--- src/rtl/multi_dff_bank_pkg.sv ---
// Shared definitions for the multi-word register bank: mode encodings and size helpers.
package multi_dff_bank_pkg;

    localparam int unsigned DEF_WIDTH = 8;
    localparam int unsigned DEF_S     = 3;

    typedef enum logic [1:0] {
        MODE_HOLD  = 2'b00,
        MODE_WRITE = 2'b01,
        MODE_SHIFT = 2'b10,
        MODE_CLEAR = 2'b11
    } mode_e;

    // Number of words held for a given address width.
    function automatic int unsigned depth_of(input int unsigned s);
        return 32'd1 << s;
    endfunction

    // Address port keeps at least one bit so a single-word bank still has a port.
    function automatic int unsigned addr_w(input int unsigned s);
        return (s == 0) ? 32'd1 : s;
    endfunction

endpackage

--- src/rtl/multi_dff_bank_if.sv ---
// Control/data bundle for the register bank: mode, address and data in, read/shift/fill status out.
interface multi_dff_bank_if
    import multi_dff_bank_pkg::*;
#(
    parameter int unsigned WIDTH = DEF_WIDTH,
    parameter int unsigned S     = DEF_S
);
    localparam int unsigned AW = addr_w(S);
    localparam int unsigned CW = S + 1;

    logic [1:0]       mode;
    logic [AW-1:0]    addr;
    logic [WIDTH-1:0] in;
    logic [WIDTH-1:0] out1;
    logic [WIDTH-1:0] out2;
    logic [WIDTH-1:0] shout;
    logic [CW-1:0]    count;
    logic             full;

    modport master (
        output mode, addr, in,
        input  out1, out2, shout, count, full
    );

    modport slave (
        input  mode, addr, in,
        output out1, out2, shout, count, full
    );

endinterface

--- src/rtl/multi_dff_bank_dff_word.sv ---
// One storage word: enabled register choosing between load data and the shift-chain neighbour.
module multi_dff_bank_dff_word
    import multi_dff_bank_pkg::*;
#(
    parameter int unsigned WIDTH = DEF_WIDTH
) (
    input  logic             clk,
    input  logic             reset,
    input  logic             en,
    input  logic             sel_chain,
    input  logic [WIDTH-1:0] load_data,
    input  logic [WIDTH-1:0] chain_data,
    output logic [WIDTH-1:0] q
);

    logic [WIDTH-1:0] data_d;
    logic [WIDTH-1:0] data_q;

    always_comb begin
        data_d = data_q;
        if (en) begin
            data_d = sel_chain ? chain_data : load_data;
        end
    end

    always_ff @(posedge clk) begin
        if (!reset) begin
            data_q <= '0;
        end else begin
            data_q <= data_d;
        end
    end

    assign q = data_q;

endmodule

--- src/rtl/multi_dff_bank.sv ---
// Register bank of 2**S words with hold/write/shift/clear modes, registered read port,
// shift-out register and saturating fill counter.
module multi_dff_bank
    import multi_dff_bank_pkg::*;
#(
    parameter int unsigned WIDTH = DEF_WIDTH,
    parameter int unsigned S     = DEF_S
) (
    input  logic          clk,
    input  logic          reset,
    multi_dff_bank_if.slave bus
);

    localparam int unsigned DEPTH = depth_of(S);
    localparam int unsigned AW    = addr_w(S);
    localparam int unsigned CW    = S + 1;

    mode_e            mode_c;
    logic             is_write;
    logic             is_shift;
    logic             is_clear;
    logic [WIDTH-1:0] load_data;
    logic [DEPTH-1:0] addr_hit;
    logic [WIDTH-1:0] word_q [DEPTH];
    logic [WIDTH-1:0] rd_acc [DEPTH];
    logic [WIDTH-1:0] rd_data;

    logic [WIDTH-1:0] out1_d,  out1_q;
    logic [WIDTH-1:0] out2_d,  out2_q;
    logic [WIDTH-1:0] shout_d, shout_q;
    logic [CW-1:0]    count_d, count_q;

    // Mode decode
    always_comb begin
        mode_c   = mode_e'(bus.mode);
        is_write = 1'b0;
        is_shift = 1'b0;
        is_clear = 1'b0;
        unique case (mode_c)
            MODE_WRITE: is_write = 1'b1;
            MODE_SHIFT: is_shift = 1'b1;
            MODE_CLEAR: is_clear = 1'b1;
            default:    ;
        endcase
    end

    // Clear reuses the load path with zero data.
    assign load_data = is_clear ? '0 : bus.in;

    // Word array, address decode and one-hot read OR-tree
    for (genvar i = 0; i < DEPTH; i++) begin : g_word
        logic [WIDTH-1:0] chain_data;
        logic [WIDTH-1:0] rd_mask;

        if (S == 0) begin : g_hit
            assign addr_hit[i] = 1'b1;
        end else begin : g_hit
            assign addr_hit[i] = (bus.addr == AW'(i));
        end

        if (i == 0) begin : g_chain
            assign chain_data = bus.in;
        end else begin : g_chain
            assign chain_data = word_q[i-1];
        end

        multi_dff_bank_dff_word #(
            .WIDTH (WIDTH)
        ) u_word (
            .clk        (clk),
            .reset      (reset),
            .en         (is_clear | is_shift | (is_write & addr_hit[i])),
            .sel_chain  (is_shift),
            .load_data  (load_data),
            .chain_data (chain_data),
            .q          (word_q[i])
        );

        assign rd_mask = addr_hit[i] ? word_q[i] : '0;

        if (i == 0) begin : g_rd
            assign rd_acc[i] = rd_mask;
        end else begin : g_rd
            assign rd_acc[i] = rd_acc[i-1] | rd_mask;
        end
    end

    assign rd_data = rd_acc[DEPTH-1];

    // Next-state for read port, shift-out and fill counter
    always_comb begin
        out1_d  = rd_data;
        out2_d  = ~rd_data;
        shout_d = shout_q;
        count_d = count_q;
        if (is_shift) begin
            shout_d = word_q[DEPTH-1];
            if (count_q < CW'(DEPTH)) begin
                count_d = count_q + CW'(1);
            end
        end else if (is_clear) begin
            shout_d = '0;
            count_d = '0;
        end
    end

    always_ff @(posedge clk) begin
        if (!reset) begin
            out1_q  <= '0;
            out2_q  <= '1;
            shout_q <= '0;
            count_q <= '0;
        end else begin
            out1_q  <= out1_d;
            out2_q  <= out2_d;
            shout_q <= shout_d;
            count_q <= count_d;
        end
    end

    assign bus.out1  = out1_q;
    assign bus.out2  = out2_q;
    assign bus.shout = shout_q;
    assign bus.count = count_q;
    assign bus.full  = (count_q == CW'(DEPTH));

endmodule

--- src/flat_wrapper.sv ---
// flat-port wrapper written by rule: the top's interface ports become plain ports
module multi_dff_bank_flat import multi_dff_bank_pkg::*;
#(
    parameter int unsigned WIDTH = DEF_WIDTH,
    parameter int unsigned S     = DEF_S
)
  (clk, reset, bus_mode, bus_addr, bus_in, bus_out1, bus_out2, bus_shout, bus_count, bus_full);
  multi_dff_bank_if #(.WIDTH(WIDTH), .S(S)) bus_i ();
  input  logic clk;
  input  logic reset;
  input wire logic [$bits(bus_i.mode)-1:0] bus_mode;
  input wire logic [$bits(bus_i.addr)-1:0] bus_addr;
  input wire logic [$bits(bus_i.in)-1:0] bus_in;
  output wire logic [$bits(bus_i.out1)-1:0] bus_out1;
  output wire logic [$bits(bus_i.out2)-1:0] bus_out2;
  output wire logic [$bits(bus_i.shout)-1:0] bus_shout;
  output wire logic [$bits(bus_i.count)-1:0] bus_count;
  output wire logic [$bits(bus_i.full)-1:0] bus_full;
  assign bus_i.mode = bus_mode;
  assign bus_i.addr = bus_addr;
  assign bus_i.in = bus_in;
  assign bus_out1 = bus_i.out1;
  assign bus_out2 = bus_i.out2;
  assign bus_shout = bus_i.shout;
  assign bus_count = bus_i.count;
  assign bus_full = bus_i.full;
  multi_dff_bank #(.WIDTH(WIDTH), .S(S)) u_core (.clk(clk), .reset(reset), .bus(bus_i));
endmodule
--- config.mk ---
export PLATFORM = sky130hd
export DESIGN_NAME = multi_dff_bank_flat
export DESIGN_NICKNAME = d
export VERILOG_FILES = /design/src/rtl/multi_dff_bank_pkg.sv /design/src/rtl/multi_dff_bank_if.sv /design/src/rtl/multi_dff_bank_dff_word.sv /design/src/rtl/multi_dff_bank.sv /design/src/flat_wrapper.sv
export SDC_FILE = /design/constraint.sdc
export NUM_CORES = 1
export LEC_CHECK = 0
export BUFFER_PORTS_ARGS = -buffer_cell sky130_fd_sc_hd__buf_2
export CORE_UTILIZATION = 25
export CTS_CLUSTER_DIAMETER = 30
export DETAILED_ROUTE_END_ITERATION = 8
export SLEW_MARGIN = 20
export SYNTH_ARGS = -nofsm -noshare
export SYNTH_HDL_FRONTEND = slang
export SYNTH_SLANG_ARGS = --single-unit
--- constraint.sdc ---
create_clock -name clk -period 1.77 [get_ports clk]
set_input_delay 0.354 -clock clk [delete_from_list [all_inputs] [get_ports clk]]
set_output_delay 0.354 -clock clk [all_outputs]
set_load 0.005 [all_outputs]
# Word-level counts from Yosys, hierarchy flattened
# Cells that the tools add are included.
[word_totals] inputBits=15 ff_bits=92 out_inout_bits=29 elab_cells=79
[classes] n_mux=25 n_eq_ne=12 n_bitwise=25 n_addsub=1 n_reduce_logical=3 magnitude_cmp=1
[ops] operator="$mux 8" n=19
[ops] operator="$or 8x8->8" n=7
[ops] operator="$eq 3x3->1 const B" n=4
[ops] operator="$mux 4" n=3
[ops] operator="$or 1x1->1" n=9
[ops] operator="$and 1x1->1" n=8
[ops] operator="$not 8->8" n=1
[ops] operator="$eq 3x2->1 const B" n=2
[ops] operator="$add 4x1->4 const B" n=1
[ops] operator="$eq 2x2->1 const B" n=2
[ops] operator="$eq 4x4->1 const B" n=1
[ops] operator="$lt 4x4->1 const B" n=1
[ops] operator="$eq 3x1->1 const B" n=1
[ops] operator="$logic_not 3->1" n=1
[ops] operator="$mux 1" n=3
[ops] operator="$eq 2x1->1 const B" n=1
[ops] operator="$ne 2x1->1 const B" n=1
[ops] operator="$reduce_and 2->1" n=1
[ops] operator="$reduce_bool 2->1" n=1

# Longest topological paths before layout
[logic_depth] ltp_word=10 ltp_mapped=7 ltp_nobuf=5

# Cells and area by module
# A second synthesis with hierarchy kept.
[unflattened] hier_cells=467 hier_area_um2=4456.8
[modules_own_cells] mod="multi_dff_bank_dff_word" area_per_inst_um2=350.3 n_inst=8 seq_area_each_um2=160.2 cells_per_inst=34
[modules_own_cells] mod="multi_dff_bank" area_per_inst_um2=1654.1 n_inst=1 seq_area_each_um2=560.5 cells_per_inst=195

# Worst setup path after synthesis
# OpenSTA, ideal clock, no wires.
[synth_path] kind="input -> register" start="in bus_addr[0]" end="reg u_core.g_word[5].u_word.data_q[0]" setup_ns=0.116 required_time_ns=1.654 arrival_ns=1.376 slack_ns=0.277 path_buffers=3 cell_stages=6 path_cell_list="buf_6 and2b_1 buf_6 a31o_2 clkbuf_8 o211a_1"
[synth_via] elab_chain_cells=3
[synth_rtl] item="start, declared" line="flat_wrapper.sv:12" text="input wire logic [$bits(bus_i.addr)-1:0] bus_addr;"
[synth_rtl] item="$eq 3x3->1" line="multi_dff_bank.sv:58" text="assign addr_hit[i] = (bus.addr == AW'(i));"
[synth_rtl] item="$and 1x1->1" line="multi_dff_bank.sv:72" text=".en (is_clear | is_shift | (is_write & addr_hit[i])),"
[synth_rtl] item="$or 1x1->1" line="multi_dff_bank.sv:72"
[synth_rtl] item="end signal, assigned" line="multi_dff_bank_dff_word.sv:30" text="data_q <= data_d;"
[synth_rtl] item="end, declared" line="multi_dff_bank_dff_word.sv:17" text="logic [WIDTH-1:0] data_q;"
# Every way passes these cells.
# A chain may end at the register's enable or synchronous reset.

# Worst setup path in the final report
[layout_path] start="reg u_core.count_q[0] (netlist: u_core.bus.count[0])" end="out bus_full"
[layout_via] elab_chain_cells=1
[layout_rtl] item="start, declared" line="multi_dff_bank.sv:31" text="logic [CW-1:0] count_d, count_q;"
[layout_rtl] item="start signal, assigned" line="multi_dff_bank.sv:117" text="count_q <= count_d;"
[layout_rtl] item="$eq 4x4->1" line="multi_dff_bank.sv:125" text="assign bus.full = (count_q == CW'(DEPTH));"
[layout_rtl] item="end, declared" line="flat_wrapper.sv:18" text="output wire logic [$bits(bus_i.full)-1:0] bus_full;"
# Every way passes these cells.

==> key figures <==
Synthesis
  – Post-Syn Instances: approximately 490
  – Synth top area cells: dfxtp_1, o211a_1, a21oi_1
  – Sequential element share of the synthesized area: 0.428
  – Post-synthesis cell type count: 36
  – Async S/R FF share, synth: 0
  – Post-synth top area share: 0.428
  – #FFs+latches synth: about 90
  – Syn nets: 502
  – Post-synth EDFFs: 0
  – Cell taking the most area after synthesis: dfxtp_1
  – Synth Flop Type: dfxtp_1
  – Syn Area/Cell: slightly below 9 sq um
  – Synth Cell Area: around 0.0043 sq mm
  – Synth warnings: 0

Timing
  – Normalized max-slew margin: 0.624
  – Crit path time final: around 1.6 ns
  – Fmax: ~630 MHz
  – Max Slew Vio Count: 0
  – Slew @ Worst Pin: approximately 0.56 ns
  – Final Hold Vio Count: 0
  – Clock Skew: about 0.011 ns
  – # setup viols final: 0
  – Sum of negative setup slack: 0 ns
  – Period utilization: 0.900
  – Hold_ws: between 0.2 and 0.3 ns
  – Unrepaired setup endpoints after global routing: false

Clocking
  – Clk sinks: just over 90
  – CTS tree: yes
  – Worst-Skew Late Latency: roughly 0.34 ns
  – Worst-path clk slew: ~0.07 ns
  – Hold_buf cts: 0
  – H-tree levels: 3
  – Cts repair resizes: 0
  – Clock buffer depth: 2
  – Number of CTS-inserted buffers: 9
  – Number of setup buffers added after CTS: 0
  – Clock Root Buffer: clkbuf_16

Layout
  – Final Cell Area: between 0.005 and 0.006 sq mm
  – Share of cells above drive strength 1: 0.175
  – Layout area overhead: 20.9%
  – Final net count: 543
  – # diodes: 0
  – Commonest non-fill, non-tap cell in the layout: dfxtp_1
  – Commonest cells after routing, fill and taps aside: dfxtp_1, nand2_1, a21oi_1, o211a_1, buf_2

Worst setup path
  – CP Data Arrival Time: around 1.2 ns
  – Critical Path Fanout Max: 5
  – Worst setup EP type: primary output
  – Crit Path Category: reg -> out
  – Startpoint types: register
  – Crit path required time: 1.42 ns

Floorplan
  – Core footprint: 0.0167 sq mm
  – # IOs: 44
  – Die H: about 130 um
  – Row Count: 47
  – Initial core utilization: 0.257
  – Die width: approximately 130 um
  – Die area: between 0.015 and 0.02 sq mm

Place
  – DP HPWL: slightly below 9000 um
  – Port bufs: 43
  – Post-DP Area: 0.00487 sq mm
  – GPL Wtd Cong: between 0.8 and 0.9

Power and ir drop
  – Clock network fraction of total power: 0.422
  – Combinational power share: 0.126
  – Internal power: 0.00387 W
  – Leakage: 2.50 nW
  – IR Drop Worst-Case VDD: approximately 600 uV
  – Switching part of the total power: 0.246
  – Pwr dens: 987 mW/mm^2
  – Total power: slightly above 0.005 W
  – Sw power: about 0.0013 W
  – Sequential power share: 0.452

Detailed routing
  – 1st-iter DRT viols: between 300 and 400
  – Total number of vias: between 3k and 4k
  – Final routed DRC violation total: 0
  – Drt first pass iters: 5
  – Routed wire length: roughly 12000 um
  – Average vias per placed instance: between 5 and 6
  – WL/cell: around 17 um
  – Remaining antenna violation count after routing: 0

GRT
  – Total grt overflow: 0
  – Largest net degree at the start of global routing: 41
  – Total global-route track usage: 0.145
  – Vias in the first global route: ~3.6k
  – Initial antenna violation count: 2
  – First-pass GRT wire length: between 15000 and 20000 um

Worst hold path
  – Hold crit path type: in -> reg

Flow run
  – # Max-Cap Violations: 0

Outcome
  – Status: complete, no violations
kinds of logic after synthesis:
group                    Yosys count  synth area share
AO/OA/AOI/OAI                    188             0.332
adder cells (fa/ha/maj)            2           0.00582
buffers and inverters             52            0.0631
flip-flops                        92             0.428
multiplexers                       2           0.00756
AND/OR/NAND/NOR                  149             0.164
worst max-delay path: stages (launching register included):
cell     delay (ns)
dfxtp_1        0.39
inv_1          0.09
ha_1           0.20
nand2_1        0.06
nor2_1         0.03
buf_2          0.12
synthesized netlist by cell type, types with 7 or more instances:
cell,n
a22oi_1,28
a21oi_1,61
clkbuf_1,17
nand2_1,75
inv_1,11
nand3_1,8
o22ai_1,8
o211a_1,56
dfxtp_1,92
nor2b_1,31
and2_1,9
buf_2,11
o41ai_1,7
a21boi_0,9
o41a_1,7
nor2_1,17
worst paths after layout:
path	slack, ns	cells after the start	end	start
setup / recovery	0.18	5	bus_full	u_core.bus.count[0]$_SDFFE_PN0P_
hold / removal	0.28	3	u_core.g_word[0].u_word.q[2]$_SDFFE_PN0P_	bus_in[2]
setup reg to reg	0.47	3	u_core.bus.out1[1]$_SDFF_PN0_	u_core.g_word[3].u_word.q[1]$_SDFFE_PN0P_
hold reg to reg	0.49	2	u_core.g_word[0].u_word.q[7]$_SDFFE_PN0P_	u_core.g_word[0].u_word.q[7]$_SDFFE_PN0P_
through the flow:
| stage | util | setup WS, ns | cells |
|---|---|---|---|
| 6_report | 0.311 | 0.177 | 751 |
| 2_1_floorplan | - | 0.277 | 485 |
| 4_1_cts | 0.311 | 0.170 | 751 |
| 3_3_place_gp | 0.291 | -0.0156 | 735 |
| 3_5_place_dp | 0.291 | -0.0221 | 735 |
| 5_1_grt | 0.311 | 0.122 | 751 |
power groups by stage:
stage | Clock [W] | Sequential, W | Combinational, W
5_1_grt | 0.00227 | 0.00233 | 0.000716
4_1_cts | 0.00220 | 0.00231 | 0.000645
3_3_place_gp | 0 | 0.00236 | 0.000624
3_5_place_dp | 0 | 0.00236 | 0.000638
2_1_floorplan | 0 | 0.00232 | 0.000435
6_report | 0.00217 | 0.00232 | 0.000646
flip-flops by register name, summed over array words and instances, names as in the netlist:
| register | flops |
|---|---|
| u_core.bus.out2 | 8 |
| u_core.g_word.u_word.q | 64 |
| u_core.bus.out1 | 8 |
| u_core.bus.count | 4 |
| u_core.bus.shout | 8 |
cell type report:
type,count,area [sq um]
clock buffers,11,233
repair buffers,71,513
inverters,11,41.3
clock inverters,5,100
flip-flops and latches,92,1840
multi-input cells,341,2190
fillers,1756,11500
well taps,220,275
routing by layer:
layer  wire [um]  global-route usage
met2        5620               0.233
met1        5540               0.193
met5          10                   0
met3         877              0.0145
met4         354              0.0739
(Power assumes the default switching activity.)
